$ cat src/rtl/pipe_hazard_ctrl_if.sv
// rtl/pipe_hazard_ctrl_if.sv - hazard controller pipeline-side signal bundle
//
// Groups the hazard-detection inputs and the pipeline control outputs of
// pipe_hazard_ctrl.
//   master : pipeline side, drives ID/EX/MEM status, observes controls
//   slave  : controller side, observes status, drives controls
//   ID_Rs/ID_Rt/ID_UseRs/ID_UseRt/ID_Jump : decode-stage operand and jump info
//   EX_MemRead/EX_Rt/EX_BranchTaken        : execute-stage load and branch info
//   MEM_Req/MEM_Ready                      : data-memory handshake
//   PC_Write/IFID_Write/IFID_Flush/IDEX_Flush/Pipe_Hold : pipeline controls
//   Mem_Err/Stall_Cnt/Flush_Cnt            : fault flag and debug counters
interface pipe_hazard_ctrl_if #(
  parameter int CNT_W = 16
);
  logic [4:0]       ID_Rs;
  logic [4:0]       ID_Rt;
  logic             ID_UseRs;
  logic             ID_UseRt;
  logic             ID_Jump;
  logic             EX_MemRead;
  logic [4:0]       EX_Rt;
  logic             EX_BranchTaken;
  logic             MEM_Req;
  logic             MEM_Ready;
  logic             PC_Write;
  logic             IFID_Write;
  logic             IFID_Flush;
  logic             IDEX_Flush;
  logic             Pipe_Hold;
  logic             Mem_Err;
  logic [CNT_W-1:0] Stall_Cnt;
  logic [CNT_W-1:0] Flush_Cnt;

  modport master (
    output ID_Rs, ID_Rt, ID_UseRs, ID_UseRt, ID_Jump,
    output EX_MemRead, EX_Rt, EX_BranchTaken, MEM_Req, MEM_Ready,
    input  PC_Write, IFID_Write, IFID_Flush, IDEX_Flush, Pipe_Hold,
    input  Mem_Err, Stall_Cnt, Flush_Cnt
  );

  modport slave (
    input  ID_Rs, ID_Rt, ID_UseRs, ID_UseRt, ID_Jump,
    input  EX_MemRead, EX_Rt, EX_BranchTaken, MEM_Req, MEM_Ready,
    output PC_Write, IFID_Write, IFID_Flush, IDEX_Flush, Pipe_Hold,
    output Mem_Err, Stall_Cnt, Flush_Cnt
  );
endinterface

$ cat src/rtl/pipe_hazard_ctrl.sv
// rtl/pipe_hazard_ctrl.sv - 5-stage pipeline hazard and memory-wait controller
//
// Resolves load-use stalls, branch/jump redirects and data-memory wait states
// into PC / pipeline-register enable, flush and hold controls. A wait-state
// FSM (RUN, MEM_WAIT, FAULT) supervises memory stalls with a timeout and
// raises a sticky Mem_Err. Stall and redirect activity is counted with
// saturating counters.
//   clk   : rising-edge clock
//   reset : asynchronous active-low reset
//   hz    : pipe_hazard_ctrl_if slave port (hazard inputs, control outputs)
module pipe_hazard_ctrl #(
  parameter int MEM_TIMEOUT = 16,
  parameter int CNT_W       = 16
) (
  input  logic              clk,
  input  logic              reset,
  pipe_hazard_ctrl_if.slave hz
);

  localparam int WW = $clog2(MEM_TIMEOUT + 1);
  localparam logic [WW-1:0] TIMEOUT_W = WW'(MEM_TIMEOUT);

  typedef enum logic [1:0] {
    RUN      = 2'd0,
    MEM_WAIT = 2'd1,
    FAULT    = 2'd2
  } state_t;

  state_t           state, state_n;
  logic [WW-1:0]    wait_cnt, wait_cnt_n;
  logic             mem_err, mem_err_n;
  logic [CNT_W-1:0] stall_cnt, flush_cnt;

  logic memwait, loaduse;

  // Controls chosen by the RUN priority rules (memwait excluded)
  logic run_pc_write, run_ifid_write, run_ifid_flush, run_idex_flush;
  logic run_stall, run_flush;

  logic pc_write, ifid_write, ifid_flush, idex_flush, pipe_hold;
  logic stall_inc, flush_inc, use_run;

  assign memwait = hz.MEM_Req & ~hz.MEM_Ready;

  // Register 0 is hardwired, so a load targeting it never creates a hazard
  assign loaduse = hz.EX_MemRead && (hz.EX_Rt != 5'd0) &&
                   ((hz.ID_UseRs && (hz.ID_Rs == hz.EX_Rt)) ||
                    (hz.ID_UseRt && (hz.ID_Rt == hz.EX_Rt)));

  // A taken branch wins over load-use and jump: both are on the wrong path
  always_comb begin
    run_pc_write   = 1'b1;
    run_ifid_write = 1'b1;
    run_ifid_flush = 1'b0;
    run_idex_flush = 1'b0;
    run_stall      = 1'b0;
    run_flush      = 1'b0;
    if (hz.EX_BranchTaken) begin
      run_ifid_flush = 1'b1;
      run_idex_flush = 1'b1;
      run_flush      = 1'b1;
    end else if (loaduse) begin
      run_pc_write   = 1'b0;
      run_ifid_write = 1'b0;
      run_idex_flush = 1'b1;
      run_stall      = 1'b1;
    end else if (hz.ID_Jump) begin
      run_ifid_flush = 1'b1;
      run_flush      = 1'b1;
    end
  end

  always_comb begin
    pc_write   = 1'b0;
    ifid_write = 1'b0;
    ifid_flush = 1'b0;
    idex_flush = 1'b0;
    pipe_hold  = 1'b0;
    stall_inc  = 1'b0;
    flush_inc  = 1'b0;
    use_run    = 1'b0;
    state_n    = state;
    wait_cnt_n = wait_cnt;
    mem_err_n  = mem_err;

    case (state)
      RUN: begin
        if (memwait) begin
          pipe_hold  = 1'b1;
          stall_inc  = 1'b1;
          state_n    = MEM_WAIT;
          wait_cnt_n = WW'(1);
        end else begin
          use_run = 1'b1;
        end
      end
      MEM_WAIT: begin
        if (hz.MEM_Ready) begin
          // Hold releases this cycle; the frozen hazards are acted on now
          use_run    = 1'b1;
          state_n    = RUN;
          wait_cnt_n = '0;
        end else begin
          pipe_hold  = 1'b1;
          stall_inc  = 1'b1;
          wait_cnt_n = wait_cnt + WW'(1);
          if (wait_cnt_n == TIMEOUT_W) begin
            state_n   = FAULT;
            mem_err_n = 1'b1;
          end
        end
      end
      FAULT: begin
        pipe_hold = 1'b1;
      end
      default: begin
        state_n = RUN;
      end
    endcase

    if (use_run) begin
      pc_write   = run_pc_write;
      ifid_write = run_ifid_write;
      ifid_flush = run_ifid_flush;
      idex_flush = run_idex_flush;
      stall_inc  = run_stall;
      flush_inc  = run_flush;
    end
  end

  always_ff @(posedge clk or negedge reset) begin
    if (!reset) begin
      state     <= RUN;
      wait_cnt  <= '0;
      mem_err   <= 1'b0;
      stall_cnt <= '0;
      flush_cnt <= '0;
    end else begin
      state    <= state_n;
      wait_cnt <= wait_cnt_n;
      mem_err  <= mem_err_n;
      if (stall_inc && (stall_cnt != {CNT_W{1'b1}})) begin
        stall_cnt <= stall_cnt + CNT_W'(1);
      end
      if (flush_inc && (flush_cnt != {CNT_W{1'b1}})) begin
        flush_cnt <= flush_cnt + CNT_W'(1);
      end
    end
  end

  // Controls are forced inactive for as long as reset is held low
  assign hz.PC_Write   = reset & pc_write;
  assign hz.IFID_Write = reset & ifid_write;
  assign hz.IFID_Flush = reset & ifid_flush;
  assign hz.IDEX_Flush = reset & idex_flush;
  assign hz.Pipe_Hold  = reset & pipe_hold;
  assign hz.Mem_Err    = mem_err;
  assign hz.Stall_Cnt  = stall_cnt;
  assign hz.Flush_Cnt  = flush_cnt;

endmodule

$ cat src/flat_wrapper.sv
// flat-port wrapper written by rule: the top's interface ports become plain ports
module pipe_hazard_ctrl_flat 
#(
  parameter int MEM_TIMEOUT = 16,
  parameter int CNT_W       = 16
)
  (clk, reset, hz_ID_Rs, hz_ID_Rt, hz_ID_UseRs, hz_ID_UseRt, hz_ID_Jump, hz_EX_MemRead, hz_EX_Rt, hz_EX_BranchTaken, hz_MEM_Req, hz_MEM_Ready, hz_PC_Write, hz_IFID_Write, hz_IFID_Flush, hz_IDEX_Flush, hz_Pipe_Hold, hz_Mem_Err, hz_Stall_Cnt, hz_Flush_Cnt);
  pipe_hazard_ctrl_if #(.CNT_W(CNT_W)) hz_i ();
  input  logic clk;
  input  logic reset;
  input wire logic [$bits(hz_i.ID_Rs)-1:0] hz_ID_Rs;
  input wire logic [$bits(hz_i.ID_Rt)-1:0] hz_ID_Rt;
  input wire logic [$bits(hz_i.ID_UseRs)-1:0] hz_ID_UseRs;
  input wire logic [$bits(hz_i.ID_UseRt)-1:0] hz_ID_UseRt;
  input wire logic [$bits(hz_i.ID_Jump)-1:0] hz_ID_Jump;
  input wire logic [$bits(hz_i.EX_MemRead)-1:0] hz_EX_MemRead;
  input wire logic [$bits(hz_i.EX_Rt)-1:0] hz_EX_Rt;
  input wire logic [$bits(hz_i.EX_BranchTaken)-1:0] hz_EX_BranchTaken;
  input wire logic [$bits(hz_i.MEM_Req)-1:0] hz_MEM_Req;
  input wire logic [$bits(hz_i.MEM_Ready)-1:0] hz_MEM_Ready;
  output wire logic [$bits(hz_i.PC_Write)-1:0] hz_PC_Write;
  output wire logic [$bits(hz_i.IFID_Write)-1:0] hz_IFID_Write;
  output wire logic [$bits(hz_i.IFID_Flush)-1:0] hz_IFID_Flush;
  output wire logic [$bits(hz_i.IDEX_Flush)-1:0] hz_IDEX_Flush;
  output wire logic [$bits(hz_i.Pipe_Hold)-1:0] hz_Pipe_Hold;
  output wire logic [$bits(hz_i.Mem_Err)-1:0] hz_Mem_Err;
  output wire logic [$bits(hz_i.Stall_Cnt)-1:0] hz_Stall_Cnt;
  output wire logic [$bits(hz_i.Flush_Cnt)-1:0] hz_Flush_Cnt;
  assign hz_i.ID_Rs = hz_ID_Rs;
  assign hz_i.ID_Rt = hz_ID_Rt;
  assign hz_i.ID_UseRs = hz_ID_UseRs;
  assign hz_i.ID_UseRt = hz_ID_UseRt;
  assign hz_i.ID_Jump = hz_ID_Jump;
  assign hz_i.EX_MemRead = hz_EX_MemRead;
  assign hz_i.EX_Rt = hz_EX_Rt;
  assign hz_i.EX_BranchTaken = hz_EX_BranchTaken;
  assign hz_i.MEM_Req = hz_MEM_Req;
  assign hz_i.MEM_Ready = hz_MEM_Ready;
  assign hz_PC_Write = hz_i.PC_Write;
  assign hz_IFID_Write = hz_i.IFID_Write;
  assign hz_IFID_Flush = hz_i.IFID_Flush;
  assign hz_IDEX_Flush = hz_i.IDEX_Flush;
  assign hz_Pipe_Hold = hz_i.Pipe_Hold;
  assign hz_Mem_Err = hz_i.Mem_Err;
  assign hz_Stall_Cnt = hz_i.Stall_Cnt;
  assign hz_Flush_Cnt = hz_i.Flush_Cnt;
  pipe_hazard_ctrl #(.MEM_TIMEOUT(MEM_TIMEOUT), .CNT_W(CNT_W)) u_core (.clk(clk), .reset(reset), .hz(hz_i));
endmodule
$ cat config.mk
export PLATFORM = sky130hd
export DESIGN_NAME = pipe_hazard_ctrl_flat
export DESIGN_NICKNAME = d
export VERILOG_FILES = /design/src/rtl/pipe_hazard_ctrl_if.sv /design/src/rtl/pipe_hazard_ctrl.sv /design/src/flat_wrapper.sv
export SDC_FILE = /design/constraint.sdc
export NUM_CORES = 1
export LEC_CHECK = 0
export ABC_AREA = 1
export CORE_ASPECT_RATIO = 1.5
export CORE_MARGIN = 8
export CORE_UTILIZATION = 49
export CTS_CLUSTER_SIZE = 12
export DETAILED_ROUTE_END_ITERATION = 12
export HOLD_SLACK_MARGIN = 0.05
export PLACE_DENSITY = 0.86
export SKIP_CTS_REPAIR_TIMING = 1
export SLEW_MARGIN = 10
export SYNTH_ARGS = -nofsm -noshare
export SYNTH_HDL_FRONTEND = slang
export SYNTH_SLANG_ARGS = --single-unit
$ cat constraint.sdc
create_clock -name clk -period 1.75 [get_ports clk]
set_input_delay 0.175 -clock clk [delete_from_list [all_inputs] [get_ports clk]]
set_output_delay 0.175 -clock clk [all_outputs]
set_load 0.005 [all_outputs]
======== Yosys cells after proc, flatten, opt, wreduce, memory -nomap -nowiden ========
Cells that the tools add are included.
operators by class
  reductions and logical operators ........ 13
  equality and inequality tests ........... 9
  $add $sub $neg .......................... 3
  bitwise gates (word level) .............. 7
  mux-type cells .......................... 26
operator list
  cell                                                                      count
  16-bit by 1-bit adder with 16-bit output (second input constant)          2
  16-bit inequality test (second input constant)                            2
  1-bit 2-to-1 mux                                                          16
  5-bit equality test                                                       2
  5-bit 2-to-1 mux                                                          2
  5-bit one-hot mux with 2 select lines                                     1
  1-bit logical AND                                                         6
  2-bit 2-to-1 mux                                                          3
  2-bit one-hot mux with 3 select lines                                     1
  3-bit AND reduction                                                       2
  5-bit by 1-bit adder with 5-bit output (second input constant)            1
  1-bit bitwise AND                                                         5
  5-bit equality test (second input constant)                               1
  5-bit nonzero test                                                        1
  1-bit one-hot mux with 2 select lines                                     2
  3-bit by 2-bit inequality test with 1-bit output (second input constant)  1
  1-bit one-hot mux with 3 select lines                                     1
  2-bit by 1-bit equality test with 1-bit output (second input constant)    1
  2-bit equality test (second input constant)                               1
  2-bit zero test                                                           1
  2-bit by 1-bit inequality test with 1-bit output (second input constant)  1
  1-bit NOT                                                                 2
  2-bit AND reduction                                                       1
  2-bit nonzero test                                                        1
  1-bit logical OR                                                          1
storage, ports and cells
  word-level logic and storage cells ...... 63
  input bits .............................. 24
  output and inout bits ................... 38
  register bits after elaboration ......... 40

======== Logic depth before layout (Yosys ltp) ========
  word-level depth ........................ 8
  gate-level depth with buffers ........... 12

======== Worst setup path after synthesis ========
Ideal clock, no wire load.
  kind .................................... register to register
  from .................................... reg u_core.flush_cnt[0], in the netlist u_core.hz.Flush_Cnt[0]
  to ...................................... reg u_core.flush_cnt[7], in the netlist u_core.hz.Flush_Cnt[7]
  library setup time ...................... 0.065 ns
  slack ................................... 0.209 ns
  required time ........................... 1.685 ns
  data arrival time ....................... 1.477 ns
  clock period less this slack ............ 1.541 ns
  cell stages (with the launch flop) ...... 10
  cell sequence ........................... dfrtp_1 > ha_1 > nand3_2 > nor2_2 > nand4_1 > nand3_2 > buf_6 > buf_12 > nand2_1 > nand2_1
between the ends
  longest elaborated chain between the ends .. 2
  elaborated cells on any way between the ends .. 3
  those cells by class .................... 1 x add/sub; 1 x eq/ne; 1 x reduce/logical
RTL lines
  item                                                                                              line                     source
  start, declared                                                                                   pipe_hazard_ctrl.sv:32   logic [CNT_W-1:0] stall_cnt, flush_cnt;
  start signal, assigned                                                                            pipe_hazard_ctrl.sv:146  flush_cnt <= flush_cnt + CNT_W'(1);
  parallel branches: the longest is 2 deep, another holds 16-bit by 1-bit adder with 16-bit output  n/a
Parallel ways; which one is timed is not known.
A chain may end at the register's enable or synchronous reset.

======== Worst setup path in the final report ========
  from .................................... reg u_core.state[1]
  to ...................................... reg u_core.flush_cnt[13], in the netlist u_core.hz.Flush_Cnt[13]
between the ends
  longest elaborated chain between the ends .. 4
  elaborated cells on any way between the ends .. 5
  those cells by class .................... 1 x eq/ne; 2 x mux; 2 x reduce/logical
RTL lines
  item                                                                               line                     source
  start, declared                                                                    pipe_hazard_ctrl.sv:29   state_t state, state_n;
  start signal, assigned                                                             pipe_hazard_ctrl.sv:139  state <= state_n;
  2-bit by 1-bit equality test with 1-bit output or 2-bit zero test (tied branches)  pipe_hazard_ctrl.sv:86   case (state)
  1-bit one-hot mux with 2 select lines (*)                                          pipe_hazard_ctrl.sv:86
  1-bit 2-to-1 mux (*)                                                               pipe_hazard_ctrl.sv:121  if (use_run) begin
  1-bit logical AND (*)                                                              pipe_hazard_ctrl.sv:145  if (flush_inc && (flush_cnt != {CNT_W{1'b1}})) begin
Every way passes the cells marked *; elsewhere a longest branch is shown, timed or not.

==> flow_metrics.tcl <==
set metrics [dict create \
    die_w_um 75.49 \
    min-delay-start "u_core.hz.Mem_Err$_DFFE_PN0P_" \
    cts.clk_slew.worst_paths_ps 80 \
    place.port_buffers 61 \
    fmax_ghz 0.5683 \
    p_comb_frac 0.347 \
    ant_nets 0 \
    period_needed_ps 1760 \
    grtUsageMet1 0.1807 \
    synth_nets 400 \
    root_buffer "clkbuf_8" \
    r2r-start "u_core.state[1]$_DFFE_PN0P_" \
    grt_max_degree 41 \
    synthCells 373 \
    drt_pass1_iterations 5 \
    startpoint_type "register" \
    cts_tree "built" \
    intPower_mw 2.059 \
    final_util 0.7371 \
    fin_skew_ps 9.641 \
    cts_sinks 40 \
    layout_setup_ws_ps -9.695 \
    grt.overflow.total 0 \
    grt_util_met3 0.05787 \
    place_ws_ps -368.6 \
    coreArea_um2 5125 \
    p_sw_uw 974.5 \
    grt_usage 0.1849 \
    slew_headroom 0.6521 \
    antenna_found_initial 0 \
    synth.yosys.warnings 0 \
    stdcell_area_um2 3777 \
    path_class "reg -> reg" \
    ys_ff_latch 40 \
    syn_area_per_cell_um2 6.974 \
    power.leakage_nw 2.019 \
    drc 0 \
    grtUsageMet2 0.3317 \
    hold_violations 0 \
    r2r_setup_slack_ps -10 \
    violations "negative setup slack" \
    busiest_layer "met2" \
    p_clk_frac 0.251 \
    holdCritPathClass "reg -> reg" \
    viasPerCell 5.143 \
    route.vias.total 2767 \
    mostFrequentLayoutCell "nand2_1" \
    diodes 0 \
    slew_viol_final 0 \
    required_ps 1950 \
    grt_pass1_vias 2788 \
    h-tree-depth 2 \
    layout_common_cells "128 x nand2_1, 48 x inv_1, 41 x clkdlybuf4s50_1, 39 x dfrtp_1, 33 x nand3_1" \
    sw_frac_of_total 0.3213 \
    rsz0062_at_grt "true" \
    finalCritPeriodShare 1.006 \
    p_per_area_nw_per_um2 803.0 \
    worstMarginPinSlew_ps 521.9 \
    synth_cell_types 25 \
    cts_made_buffers 5 \
    cp-end-kind "register" \
    cp_data_arrival_time_ps 1960 \
    place_area_um2 3421 \
    area_delta_synth_final_pct 45.21 \
    totalWireLength_um 7653 \
    insertion_delay_ps 300 \
    design.die.area_um2 7944 \
    gp_congestion 0.8626 \
    clockBufferDepth 2 \
    num_rows 32 \
    hold_ws_ps 467.1 \
    wl_per_cell_um 14.22 \
    seq_area_frac_synth 0.3848 \
    nets 496 \
    finalSetupViolCount 1 \
    ir_drop_mv 0.4661 \
    startpoint "u_core.state[1]$_DFFE_PN0P_" \
    io_pins 62 \
    path_max_fanout 6 \
    grt_pass1_wl_um 11680 \
    drtIter0Drc 188 \
    seq_power_share 0.402 \
    synth_area_um2 2601 \
    die_h_um 105.2 \
    drive_gt1_frac 0.1638 \
    status "finished, violations left" \
    start_util 0.5076 \
    max_cap_violations 0 \
    tns_ps -9.695 \
    hpwl_um 5316 \
]
-- synthesized netlist by cell type --
| master | instances | area [um^2] |
|---|---|---|
| a21oi_1 | 6 | 30.03 |
| a22o_1 | 2 | 17.52 |
| buf_12 | 1 | 20.02 |
| buf_4 | 4 | 30.03 |
| buf_6 | 1 | 11.26 |
| dfrtp_1 | 40 | 1001 |
| ha_1 | 3 | 37.54 |
| inv_1 | 52 | 195.2 |
| inv_2 | 6 | 22.52 |
| nand2_1 | 134 | 503.0 |
| nand2_2 | 2 | 12.51 |
| nand2_4 | 1 | 11.26 |
| nand3_1 | 34 | 170.2 |
| nand3_2 | 3 | 30.03 |
| nand4_1 | 7 | 43.79 |
| nor2_1 | 28 | 105.1 |
| nor2_2 | 4 | 25.02 |
| nor3_1 | 8 | 40.04 |
| nor3_2 | 1 | 10.01 |
| nor3_4 | 1 | 16.27 |
| nor4_1 | 3 | 18.77 |
| o21ai_0 | 8 | 40.04 |
| o21ai_2 | 1 | 8.760 |
| xnor2_1 | 5 | 43.79 |
| xor2_1 | 18 | 157.7 |
-- cell type report --
| class | count | area (um^2) |
|---|---|---|
| fillers | 395 | 1348 |
| clock buffers | 6 | 72.57 |
| inverters | 58 | 220.2 |
| well taps | 68 | 85.08 |
| repair buffers | 94 | 974.7 |
| flip-flops and latches | 40 | 1002 |
| clock inverters | 2 | 35.03 |
| multi-input cells | 270 | 1388 |
-- state kept, by name, indices dropped and copies added (netlist names) --
| signal | count |
|---|---|
| u_core.hz.Mem_Err | 1 |
| u_core.wait_cnt | 5 |
| u_core.state | 2 |
| u_core.hz.Stall_Cnt | 16 |
| u_core.hz.Flush_Cnt | 16 |
-- layer usage --
metal	up-vias	part of all wire
met5	-	0
met4	0	0.036
met3	26	0.061
met2	102	0.53
met1	1288	0.37
li1	1351	-
-- critical path: stages, from the launching register on --
cell and delay, ps:
dfrtp_1 410, inv_2 70, nand2_2 50, o21ai_2 160, inv_2 80, nor2_4 140
buf_6 100, buf_4 100, nand3_4 140, clkbuf_16 200, o21ai_0 190
-- metrics by stage --
step / std cells / power, mW
2_1_floorplan: 373 / 1.651
3_3_place_gp: 518 / 2.104
3_5_place_dp: 518 / 2.136
4_1_cts: 526 / 2.900
5_1_grt: 538 / 3.217
6_report: 538 / 3.033
-- worst paths after layout --
check,to,cells past startpoint
max reg2reg,u_core.hz.Flush_Cnt[13]$_DFFE_PN0P_,10
max in group asynchronous,u_core.hz.Stall_Cnt[0]$_DFFE_PN0P_,3
min in group asynchronous,u_core.hz.Stall_Cnt[4]$_DFFE_PN0P_,3
min reg2reg,u_core.hz.Mem_Err$_DFFE_PN0P_,2
max,u_core.hz.Flush_Cnt[13]$_DFFE_PN0P_,10
min,u_core.hz.Mem_Err$_DFFE_PN0P_,2
-- power groups by stage --
stage	logic, mW	registers, mW	clock network [mW]
3_3_place_gp	0.879	1.23	0
4_1_cts	0.917	1.21	0.769
5_1_grt	1.16	1.25	0.809
6_report	1.05	1.22	0.760
2_1_floorplan	0.435	1.22	0
3_5_place_dp	0.909	1.23	0
-- cells by family after synthesis --
family / synth area share
simple gates: 0.3790
fa+ha+maj: 0.01443
xor+xnor: 0.07744
buf+inv: 0.1073
flops: 0.3848
compound gates: 0.03704
Power figures use the tool's default switching activity.
